[src/rtl/uart_pkg.sv]
// Shared definitions for the UART transmit path: FSM state encoding,
// default frame geometry and the line-level helper used by the transmitter.
package uart_pkg;

    localparam int DEFAULT_DATA_W   = 8;
    localparam int DEFAULT_BAUD_DIV = 10416;

    localparam logic [1:0] ST_IDLE_ENC  = 2'd0;
    localparam logic [1:0] ST_START_ENC = 2'd1;
    localparam logic [1:0] ST_DATA_ENC  = 2'd2;
    localparam logic [1:0] ST_STOP_ENC  = 2'd3;

    typedef enum logic [1:0] {
        ST_IDLE  = ST_IDLE_ENC,
        ST_START = ST_START_ENC,
        ST_DATA  = ST_DATA_ENC,
        ST_STOP  = ST_STOP_ENC
    } tx_state_t;

    // Serial line level driven while the FSM sits in the given state.
    function automatic logic line_level(input tx_state_t st, input logic data_bit);
        logic lvl;
        case (st)
            ST_START: lvl = 1'b0;
            ST_DATA:  lvl = data_bit;
            default:  lvl = 1'b1;
        endcase
        return lvl;
    endfunction

endpackage

[src/rtl/uart_baud_cnt.sv]
// Bit-period counter: counts 0..BAUD_DIV-1 while enabled and flags the
// final cycle of each bit; held at zero while disabled.
module uart_baud_cnt
    import uart_pkg::*;
#(
    parameter int BAUD_DIV = DEFAULT_BAUD_DIV
) (
    input  logic clk,
    input  logic rst,
    input  logic en,
    output logic tick
);

    localparam int CNT_W = (BAUD_DIV > 1) ? $clog2(BAUD_DIV) : 1;
    localparam logic [CNT_W-1:0] LAST_CNT = CNT_W'(BAUD_DIV - 1);

    logic [CNT_W-1:0] cnt_r;

    // Baud counter register with wrap at the bit-end cycle.
    always_ff @(posedge clk) begin
        if (rst) begin
            cnt_r <= '0;
        end else if (!en) begin
            cnt_r <= '0;
        end else if (cnt_r == LAST_CNT) begin
            cnt_r <= '0;
        end else begin
            cnt_r <= cnt_r + CNT_W'(1);
        end
    end

    assign tick = en && (cnt_r == LAST_CNT);

endmodule

[src/rtl/uart_tx_fifo.sv]
// 8N1 UART transmitter fed from a first-word-fall-through FIFO: pops one
// word whenever idle and the FIFO is non-empty, then serialises it LSB first.
module uart_tx_fifo
    import uart_pkg::*;
#(
    parameter int BAUD_DIV = DEFAULT_BAUD_DIV,
    parameter int DATA_W   = DEFAULT_DATA_W
) (
    input  logic              clk,
    input  logic              rst,
    input  logic              empty,
    input  logic [DATA_W-1:0] pop_data,
    output logic              pop,
    output logic              tx,
    output logic              tx_busy,
    output logic              tx_done
);

    localparam int BIT_W = $clog2(DATA_W + 1);
    localparam logic [BIT_W-1:0] LAST_BIT = BIT_W'(DATA_W - 1);

    tx_state_t         state_r;
    tx_state_t         state_nxt_s;
    logic [DATA_W-1:0] shift_r;
    logic [DATA_W-1:0] shift_nxt_s;
    logic [BIT_W-1:0]  bit_cnt_r;
    logic [BIT_W-1:0]  bit_cnt_nxt_s;
    logic              tx_r;
    logic              tx_nxt_s;
    logic              baud_en_s;
    logic              tick_s;
    logic              pop_s;
    logic              done_s;

    assign baud_en_s = (state_r != ST_IDLE);

    uart_baud_cnt #(
        .BAUD_DIV(BAUD_DIV)
    ) u_baud_cnt (
        .clk (clk),
        .rst (rst),
        .en  (baud_en_s),
        .tick(tick_s)
    );

    // Next-state, shift register and strobe decode.
    always_comb begin
        state_nxt_s   = state_r;
        shift_nxt_s   = shift_r;
        bit_cnt_nxt_s = bit_cnt_r;
        pop_s         = 1'b0;
        done_s        = 1'b0;
        case (state_r)
            ST_IDLE: begin
                if (!empty) begin
                    pop_s         = 1'b1;
                    shift_nxt_s   = pop_data;
                    bit_cnt_nxt_s = '0;
                    state_nxt_s   = ST_START;
                end else begin
                    state_nxt_s   = ST_IDLE;
                end
            end
            ST_START: begin
                if (tick_s) begin
                    state_nxt_s = ST_DATA;
                end else begin
                    state_nxt_s = ST_START;
                end
            end
            ST_DATA: begin
                if (tick_s) begin
                    shift_nxt_s   = shift_r >> 1'b1;
                    bit_cnt_nxt_s = bit_cnt_r + BIT_W'(1);
                    if (bit_cnt_r == LAST_BIT) begin
                        state_nxt_s = ST_STOP;
                    end else begin
                        state_nxt_s = ST_DATA;
                    end
                end else begin
                    state_nxt_s = ST_DATA;
                end
            end
            ST_STOP: begin
                if (tick_s) begin
                    done_s      = 1'b1;
                    state_nxt_s = ST_IDLE;
                end else begin
                    state_nxt_s = ST_STOP;
                end
            end
            default: begin
                state_nxt_s = ST_IDLE;
            end
        endcase
        // tx is registered, so it follows the state being entered, not the current one.
        tx_nxt_s = line_level(state_nxt_s, shift_nxt_s[0]);
    end

    // FSM, shift register, bit counter and serial line registers.
    always_ff @(posedge clk) begin
        if (rst) begin
            state_r   <= ST_IDLE;
            shift_r   <= '0;
            bit_cnt_r <= '0;
            tx_r      <= 1'b1;
        end else begin
            state_r   <= state_nxt_s;
            shift_r   <= shift_nxt_s;
            bit_cnt_r <= bit_cnt_nxt_s;
            tx_r      <= tx_nxt_s;
        end
    end

    assign pop     = pop_s & ~rst;
    assign tx      = tx_r;
    assign tx_busy = (state_r != ST_IDLE);
    assign tx_done = done_s;

endmodule
[config.mk]
export PLATFORM = sky130hd
export DESIGN_NAME = uart_tx_fifo
export DESIGN_NICKNAME = d
export VERILOG_FILES = /design/src/rtl/uart_pkg.sv /design/src/rtl/uart_baud_cnt.sv /design/src/rtl/uart_tx_fifo.sv
export SDC_FILE = /design/constraint.sdc
export NUM_CORES = 1
export LEC_CHECK = 0
export CORE_MARGIN = 10
export CORE_UTILIZATION = 55
export CTS_CLUSTER_SIZE = 12
export DETAILED_ROUTE_END_ITERATION = 16
export PLACE_DENSITY_LB_ADDON = 0.08
export SYNTH_ARGS = -nofsm -noshare
export SYNTH_HDL_FRONTEND = slang
export SYNTH_SLANG_ARGS = --single-unit
export TNS_END_PERCENT = 20
[constraint.sdc]
create_clock -name clk -period 5.2 [get_ports clk]
set_input_delay 0.78 -clock clk [delete_from_list [all_inputs] [get_ports clk]]
set_output_delay 0.78 -clock clk [all_outputs]
set_load 0.01 [all_outputs]
# Word-level counts from Yosys, hierarchy flattened
# Cells that the tools add are included.
# op_classes
addsub	2
n_eq_ne	9
muxes	17
bitwise_logic	3
n_reduce_logical	6
# op_table
operator	count
8-bit 2-to-1 mux	2
8-bit case mux with 2 select lines	1
14-bit by 1-bit adder with 14-bit output (second input constant)	1
14-bit == test (second input constant)	1
4-bit 2-to-1 mux	2
2-bit case mux with 4 select lines	1
4-bit case mux with 2 select lines	1
2-bit == test (second input constant)	3
1-bit 2-to-1 mux	6
2-bit 2-to-1 mux	3
4-bit by 1-bit adder with 4-bit output (second input constant)	1
2-bit by 1-bit == test with 1-bit output (second input constant)	2
4-bit by 3-bit == test with 1-bit output (second input constant)	1
2-bit inequality test (second input constant)	2
2-bit nonzero test	2
3-bit AND reduction	1
3-bit OR reduction	1
2-bit logical NOT	1
1-bit inverter	2
1-bit case mux with 2 select lines	1
1-bit bitwise AND	1
1-bit logical AND	1
# totals
register_bits	29
in_bits	11
output_inout_bits	4
wordCells	43

# Longest topological paths before layout
# Gate-level depths: netlist of the first run.
# depth
word_depth	6
ltp_mapped	7
ltp_nobuf	6

# Hierarchy
# Synthesis of the first run repeated with hierarchy kept, for this count alone.
# hier_totals
hier_cells	176
area_unflattened_um2	1510.2
# modules_own_cells
mod	n_inst	cells_per_inst	area_per_inst_um2	seq_area_each_um2
uart_tx_fifo	1	106	865.8	300.3
uart_baud_cnt	1	70	644.4	280.3

# Least setup slack after synthesis of the first run
# No wires, ideal clock.
# synth_path
path_kind	register to output
startpoint	reg u_baud_cnt.cnt_r[4]
endpoint	out tx_done
arrival_ps	1469
required_time_ps	4420
slack_ps	2951
path_stages_with_launch	4
n_path_buf	0
cell_sequence	dfxtp_1 or4b_4 nor4_2 and3_1
# synth_via
elab_chain_len	4
# synth_rtl
item	line_no	source
start: declaration	uart_baud_cnt.sv:17	logic [CNT_W-1:0] cnt_r;
start signal: assignment	uart_baud_cnt.sv:28	cnt_r <= cnt_r + CNT_W'(1);
14-bit == test	uart_baud_cnt.sv:32	assign tick = en && (cnt_r == LAST_CNT);
1-bit logical AND	uart_baud_cnt.sv:32	
1-bit 2-to-1 mux	uart_tx_fifo.sv:85	if (tick_s) begin
1-bit 2-to-1 mux	uart_tx_fifo.sv:53	case (state_r)
end: declaration	uart_tx_fifo.sv:16	output logic tx_done
# Every way passes these cells.

# Final worst setup path of the first run
# Same ends and word-level chain as after synthesis.

==> metrics.csv, run 1 <==
metric,value,unit
grt_usage,12.3,%
skew,0.0114,ns
syn_inst,148,
cts_resized,0,
drt.antenna.violating_nets,0,
dpl-instance-area,1450,sq um
dpl.hpwl,1860,um
place.gp.congestion,0.779,
wl_per_cell,13.3,um
synthAdderAreaFrac,1.95,%
via_per_inst,5.74,
peakVddDrop,0.000205,V
grt_max_degree,19,
grt_pass1_vias,1047,
vias,1114,
cp-start-kind,flop,
max-slew-margin-rel,59.4,%
cts_tree,done,
grt_pass1_wl,4490,um
max_cap_viol_count,0,
fmax,311,MHz
worstPathRequired,4.42,ns
p_per_area,262,nW/um^2
io_buffers,14,
hold_viol_final,0,
drv_slew,0,
status,"complete, no violations",
insertion_delay,0.32,ns
yosys_warnings,0,
path_max_fanout,5,
setup_tns,0,ns
holdBufCountCts,0,
endpoint_kind,output port,
gr-total-overflow,0,
yosys.area_share.simple,29.3,%
clk_pin_slew,0.08,ns
initial_core_util,58.1,%
num-nets-final,178,
postCtsSetupBuffers,0,
synth_xor_area_share,9.53,%
io_pins,15,
core_area,2210,sq um
ys_types,31,
firstDrtPassIters,4,
netlist_area,1290,sq um
drtIter0Drc,71,
cp.arrival,2.44,ns
drc,0,
rows,17,
synth_top_family_by_area,simple AND/OR/NAND/NOR gates,
cts_buffers,5,
yosysSeqAreaShare,45.1,%
drive_gt1_share,7.23,%
clock-sinks,29,
n_antenna_cell,0,
die_w,68.4,um
synthMuxAreaShare,0,%
hp-class,reg -> reg,
layout-area-overhead-vs-synth,16.6,%
h-tree-depth,2,
path_class,reg -> out,
final_area,1500,sq um
cts_buffer_depth,2,
clock-root-buffer,clkbuf_4,
die_y,68.4,um
synth_seq_cells,29,
leakage,0.513,nW
die_area,4670,sq um
drt_wl_total,2580,um
antenna_found_initial,0,
syn_avg_cell_area,8.69,sq um
rsz0062_at_grt,no,
period_minus_slack,3.22,ns
setup_violations,0,
worst_pin_slew,0.607,ns
syn_nets,161,
finalCritPeriodShare,61.8,%
final_common_cell,dfxtp_1,
synth-compound-area-share,11.6,%
mostFrequentLayoutCells,"dfxtp_1 (29), nand2_1 (16), nor2_1 (15)",
## logic make-up after synthesis
logic type,after synthesis
AO/OA/AOI/OAI,24
flip-flops,29
AND/OR/NAND/NOR,71
adder cells (fa/ha/maj),2
buffers and inverters,8
XOR/XNOR,14
## cell type report
class	count	area, sq um
flip-flops and latches	29	581
inverters	2	7.51
clock buffers	8	48.8
multi-input cells	111	673
repair buffers	16	155
fillers	196	712
well taps	28	35.0
## sequential cells by signal (all words and copies together) (netlist names)
name	count
shift_r	8
bit_cnt_r	4
tx	1
u_baud_cnt.cnt_r	14
state_r	2
## worst paths after layout
path / from / to / slack [ns] / cells past startpoint
max: u_baud_cnt.cnt_r[4] / tx_done / 1.98 / 4
min: u_baud_cnt.cnt_r[0] / u_baud_cnt.cnt_r[0] / 0.44 / 1
max reg2reg: u_baud_cnt.cnt_r[4] / u_baud_cnt.cnt_r[3] / 3.07 / 4
min reg2reg: u_baud_cnt.cnt_r[0] / u_baud_cnt.cnt_r[0] / 0.44 / 1
## synth_stat cells
cell type	instances	area, sq um
nor3_1	4	20.0
and3b_1	1	8.76
a21oi_1	12	60.1
inv_1	2	7.51
nand2_1	16	60.1
nand3_1	11	55.1
or4b_1	1	10.0
o21ai_0	2	10.0
a22oi_1	6	45.0
nor4_2	1	12.5
and3_1	5	31.3
nor4_1	2	12.5
dfxtp_1	29	581
or4_4	1	11.3
a211oi_1	1	7.51
a32oi_1	1	8.76
clkbuf_1	4	15.0
xnor2_1	6	52.6
buf_2	2	10.0
or2_2	1	6.26
nand4b_1	1	8.76
nor2_1	15	56.3
ha_1	2	25.0
or3_1	3	18.8
a41oi_1	1	8.76
nand4_1	4	25.0
nor2b_1	3	18.8
nand3b_1	1	7.51
a21oi_2	1	8.76
xor2_1	8	70.1
or4b_4	1	13.8
## through the flow
step	worst slack [ns]	total power, W	std cells	hold WS (ns)	utilization, %
6_report	1.98	0.000393	194	0.439	67.8
3_5_place_dp	2.16	0.000269	186	0.433	65.6
4_1_cts	1.97	0.000396	194	0.446	67.8
5_1_grt	1.88	0.000410	194	0.474	67.8
2_1_floorplan	2.95	0.000254	148	0.413	-
3_3_place_gp	2.17	0.000268	186	0.425	65.6
## power by group
group / internal, W / switching, W / total, W
combinational: 0.0000172 / 0.0000152 / 0.0000324
clock: 0.0000538 / 0.0000750 / 0.000129
sequential: 0.000228 / 0.00000418 / 0.000232
total: 0.000299 / 0.0000944 / 0.000393
## worst max-delay path, cell delays in order (launching register included)
cell	delay (ns)
dfxtp_1	0.36
or4b_4	0.58
nor4_2	0.44
and3_1	0.21
clkdlybuf4s50_1	0.53
## routing by layer
layer | vias up | global-route usage, % | share of wire, %
li1 | 560 | - | -
met1 | 524 | 14.9 | 47
met2 | 25 | 18.7 | 46
met3 | 5 | 3.92 | 5.1
met4 | 0 | 6.78 | 1.6
met5 | - | 0 | 0
No activity file was read; power rests on OpenSTA's default activity.
==> run 2: changes to the inputs <==
--- a/config.mk
+++ b/config.mk
@@ -6,7 +6,7 @@
 export NUM_CORES = 1
 export LEC_CHECK = 0
 export CORE_MARGIN = 10
-export CORE_UTILIZATION = 55
+export CORE_UTILIZATION = 48
 export CTS_CLUSTER_SIZE = 12
 export DETAILED_ROUTE_END_ITERATION = 16
 export PLACE_DENSITY_LB_ADDON = 0.08
==> constraint.sdc (replaced) <==
create_clock -name clk -period 2.7 [get_ports clk]
set_input_delay 0.405 -clock clk [delete_from_list [all_inputs] [get_ports clk]]
set_output_delay 0.405 -clock clk [all_outputs]
set_load 0.01 [all_outputs]
==> run 2 against run 1 <==
Net effect:
- first-iteration DRC count decreased by 9.9%
- largest cell class unchanged
- core utilization fell by 5.6 points
- sequential share of layout area is 1.7 points lower
- global-route usage shrank 2.0 points
- final cell count grew 2.1%
- final area up 4.6%
==> metrics.csv, run 2 (synthesized netlist as in run 1, its figures left out) <==
metric,value,unit,change
setup_violations,0,,unchanged
wl_per_cell,13.5,um,+1.5%
startpoint,empty,,
max-slew-margin-rel,62.9,%,+3.5 points
routed.top_layer,met4,,
dpl-instance-area,1470,sq um,+1.2%
layout_setup_ws,0.397,ns,-1.59 ns
postCtsSetupBuffers,0,,unchanged
hold_viol_final,0,,unchanged
rrSetupSlack,0.53,ns,-2.54 ns
drt.antenna.violating_nets,0,,unchanged
route.met3.wl,131,um,-0.76%
peakVddDrop,0.000506,V,+150%
clk_pin_slew,0.09,ns,about the same
leakage,0.577,nW,+12%
period_minus_slack,2.30,ns,
core_area,2520,sq um,+14%
io_buffers,14,,unchanged
max_cap_viol_count,0,,unchanged
grt_pass1_wl,4390,um,-2.3%
mostFrequentLayoutCells,"dfxtp_1 (29), nand2_1 (16), nor2_1 (15)",,
worstPathRequired,2.30,ns,-2.12 ns
status,"complete, no violations",,
whs_endpoint,u_baud_cnt.cnt_r[0],,
grt_pass1_vias,982,,-6.2%
stdcell_count,198,,+2.1%
wl_met2,1150,um,-3.6%
grt_max_degree,18,,-1
rr_worst_depth,4,,unchanged
cts_buffers,5,,unchanged
layout-area-overhead-vs-synth,22.0,%,
final_common_cell,dfxtp_1,,
r2r_start,u_baud_cnt.cnt_r[4],,
antenna_found_initial,0,,unchanged
setup_tns,0,ns,unchanged
cts_buffer_depth,2,,unchanged
place.gp.congestion,0.784,,+0.67%
clock-root-buffer,clkbuf_4,,
reg_top3,"u_baud_cnt.cnt_r x14, shift_r x8, bit_cnt_r x4",,
path_max_fanout,4,,-1
initial_core_util,51.0,%,-7.2 points
r2r_end,u_baud_cnt.cnt_r[7],,
io_pins,15,,unchanged
insertion_delay,0.33,ns,about the same
n_antenna_cell,0,,unchanged
p_per_area,566,nW/um^2,+120%
drive_gt1_share,10.1,%,+2.9 points
h-tree-depth,2,,unchanged
fillers,242,,+23%
hold_path_depth,1,,unchanged
drt_wl_total,2680,um,+3.6%
path_class,in -> out,,
dpl.cell_count,190,,+2.2%
gr-total-overflow,0,,unchanged
place_ws,0.346,ns,-1.81 ns
min_from,u_baud_cnt.cnt_r[0],,
cts_tree,done,,
cp-start-kind,input pin,,
die_w,71.8,um,+5.0%
drv_slew,0,,unchanged
largest_reg_flops,14,,unchanged
vias,1095,,-1.7%
fmax,434,MHz,
rows,18,,+1
worst_pin_slew,0.554,ns,-0.0526 ns
drc,0,,unchanged
via_per_inst,5.53,,-3.7%
regMostFlops,u_baud_cnt.cnt_r,,
rsz0062_at_grt,no,,
num-nets-final,180,,+1.1%
hp-class,reg -> reg,,
endpoint_kind,output port,,
cp.arrival,1.90,ns,-0.54 ns
die_y,71.8,um,+5.0%
clock-sinks,29,,unchanged
grt_usage,10.3,%,-2.0 points
finalCritPeriodShare,85.3,%,
skew,0.0164,ns,+0.00500 ns
final_area,1570,sq um,+4.6%
die_area,5150,sq um,+10%
firstDrtPassIters,4,,unchanged
dpl.hpwl,1970,um,+5.8%
post-route-util,62.2,%,-5.6 points
drtIter0Drc,64,,-9.9%
met1_length,1330,um,+10%
==> run 2: worst max-delay path, cell delays in order <==
cell	delay [ns]
clkdlybuf4s50_1	0.44
or3_1	0.39
nor2_1	0.12
clkdlybuf4s50_1	0.54
==> run 2: what timing repair did <==
action                                  in CTS  in global routing
hold buffers                                 0                  0
pin swaps                                    0                  0
endpoints found under the setup margin       1                  1
resized for setup                            1                  1
==> run 2: per-layer routing <==
metal,vias to the layer above,global-route usage (%)
met4,0,4.52
met3,6,4.68
met1,503,12.8
li1,563,-
met2,23,14.8
met5,-,0
==> run 2: worst max path at each step <==
stage                      endpoint  slack [ns]  cells past startpoint
2_1_floorplan  u_baud_cnt.cnt_r[10]        0.75                      5
3_3_place_gp                tx_done        0.40                      4
3_5_place_dp                tx_done        0.35                      4
4_1_cts                     tx_done       0.003                      4
5_1_grt                         pop        0.30                      3
6_report                        pop        0.40                      4
==> run 2: final cells by class <==
class	count	area (sq um)	share of cell area (%)
tap	30	37.5	2.39
clock inverter	2	37.5	2.39
sequential	29	581	37.0
timing repair buffer	18	173	11.0
multi-input combinational	111	682	43.5
clock buffer	6	51.3	3.27
inverter	2	7.51	0.478
==> run 2: where the power goes <==
part / switching [W] / leakage, nW / internal (W)
Combinational: 0.0000296 / 0.297 / 0.0000341
Sequential: 0.00000806 / 0.236 / 0.000438
Clock: 0.000157 / 0.0445 / 0.000220
==> run 2: metrics by stage <==
| stage | power (W) | hold WS [ns] |
|---|---|---|
| CTS | 0.000899 | 0.463 |
| finish | 0.000888 | 0.460 |
| global route | 0.000926 | 0.481 |
| global placement | 0.000519 | 0.423 |
| floorplan | 0.000489 | 0.413 |
| detailed placement | 0.000520 | 0.450 |
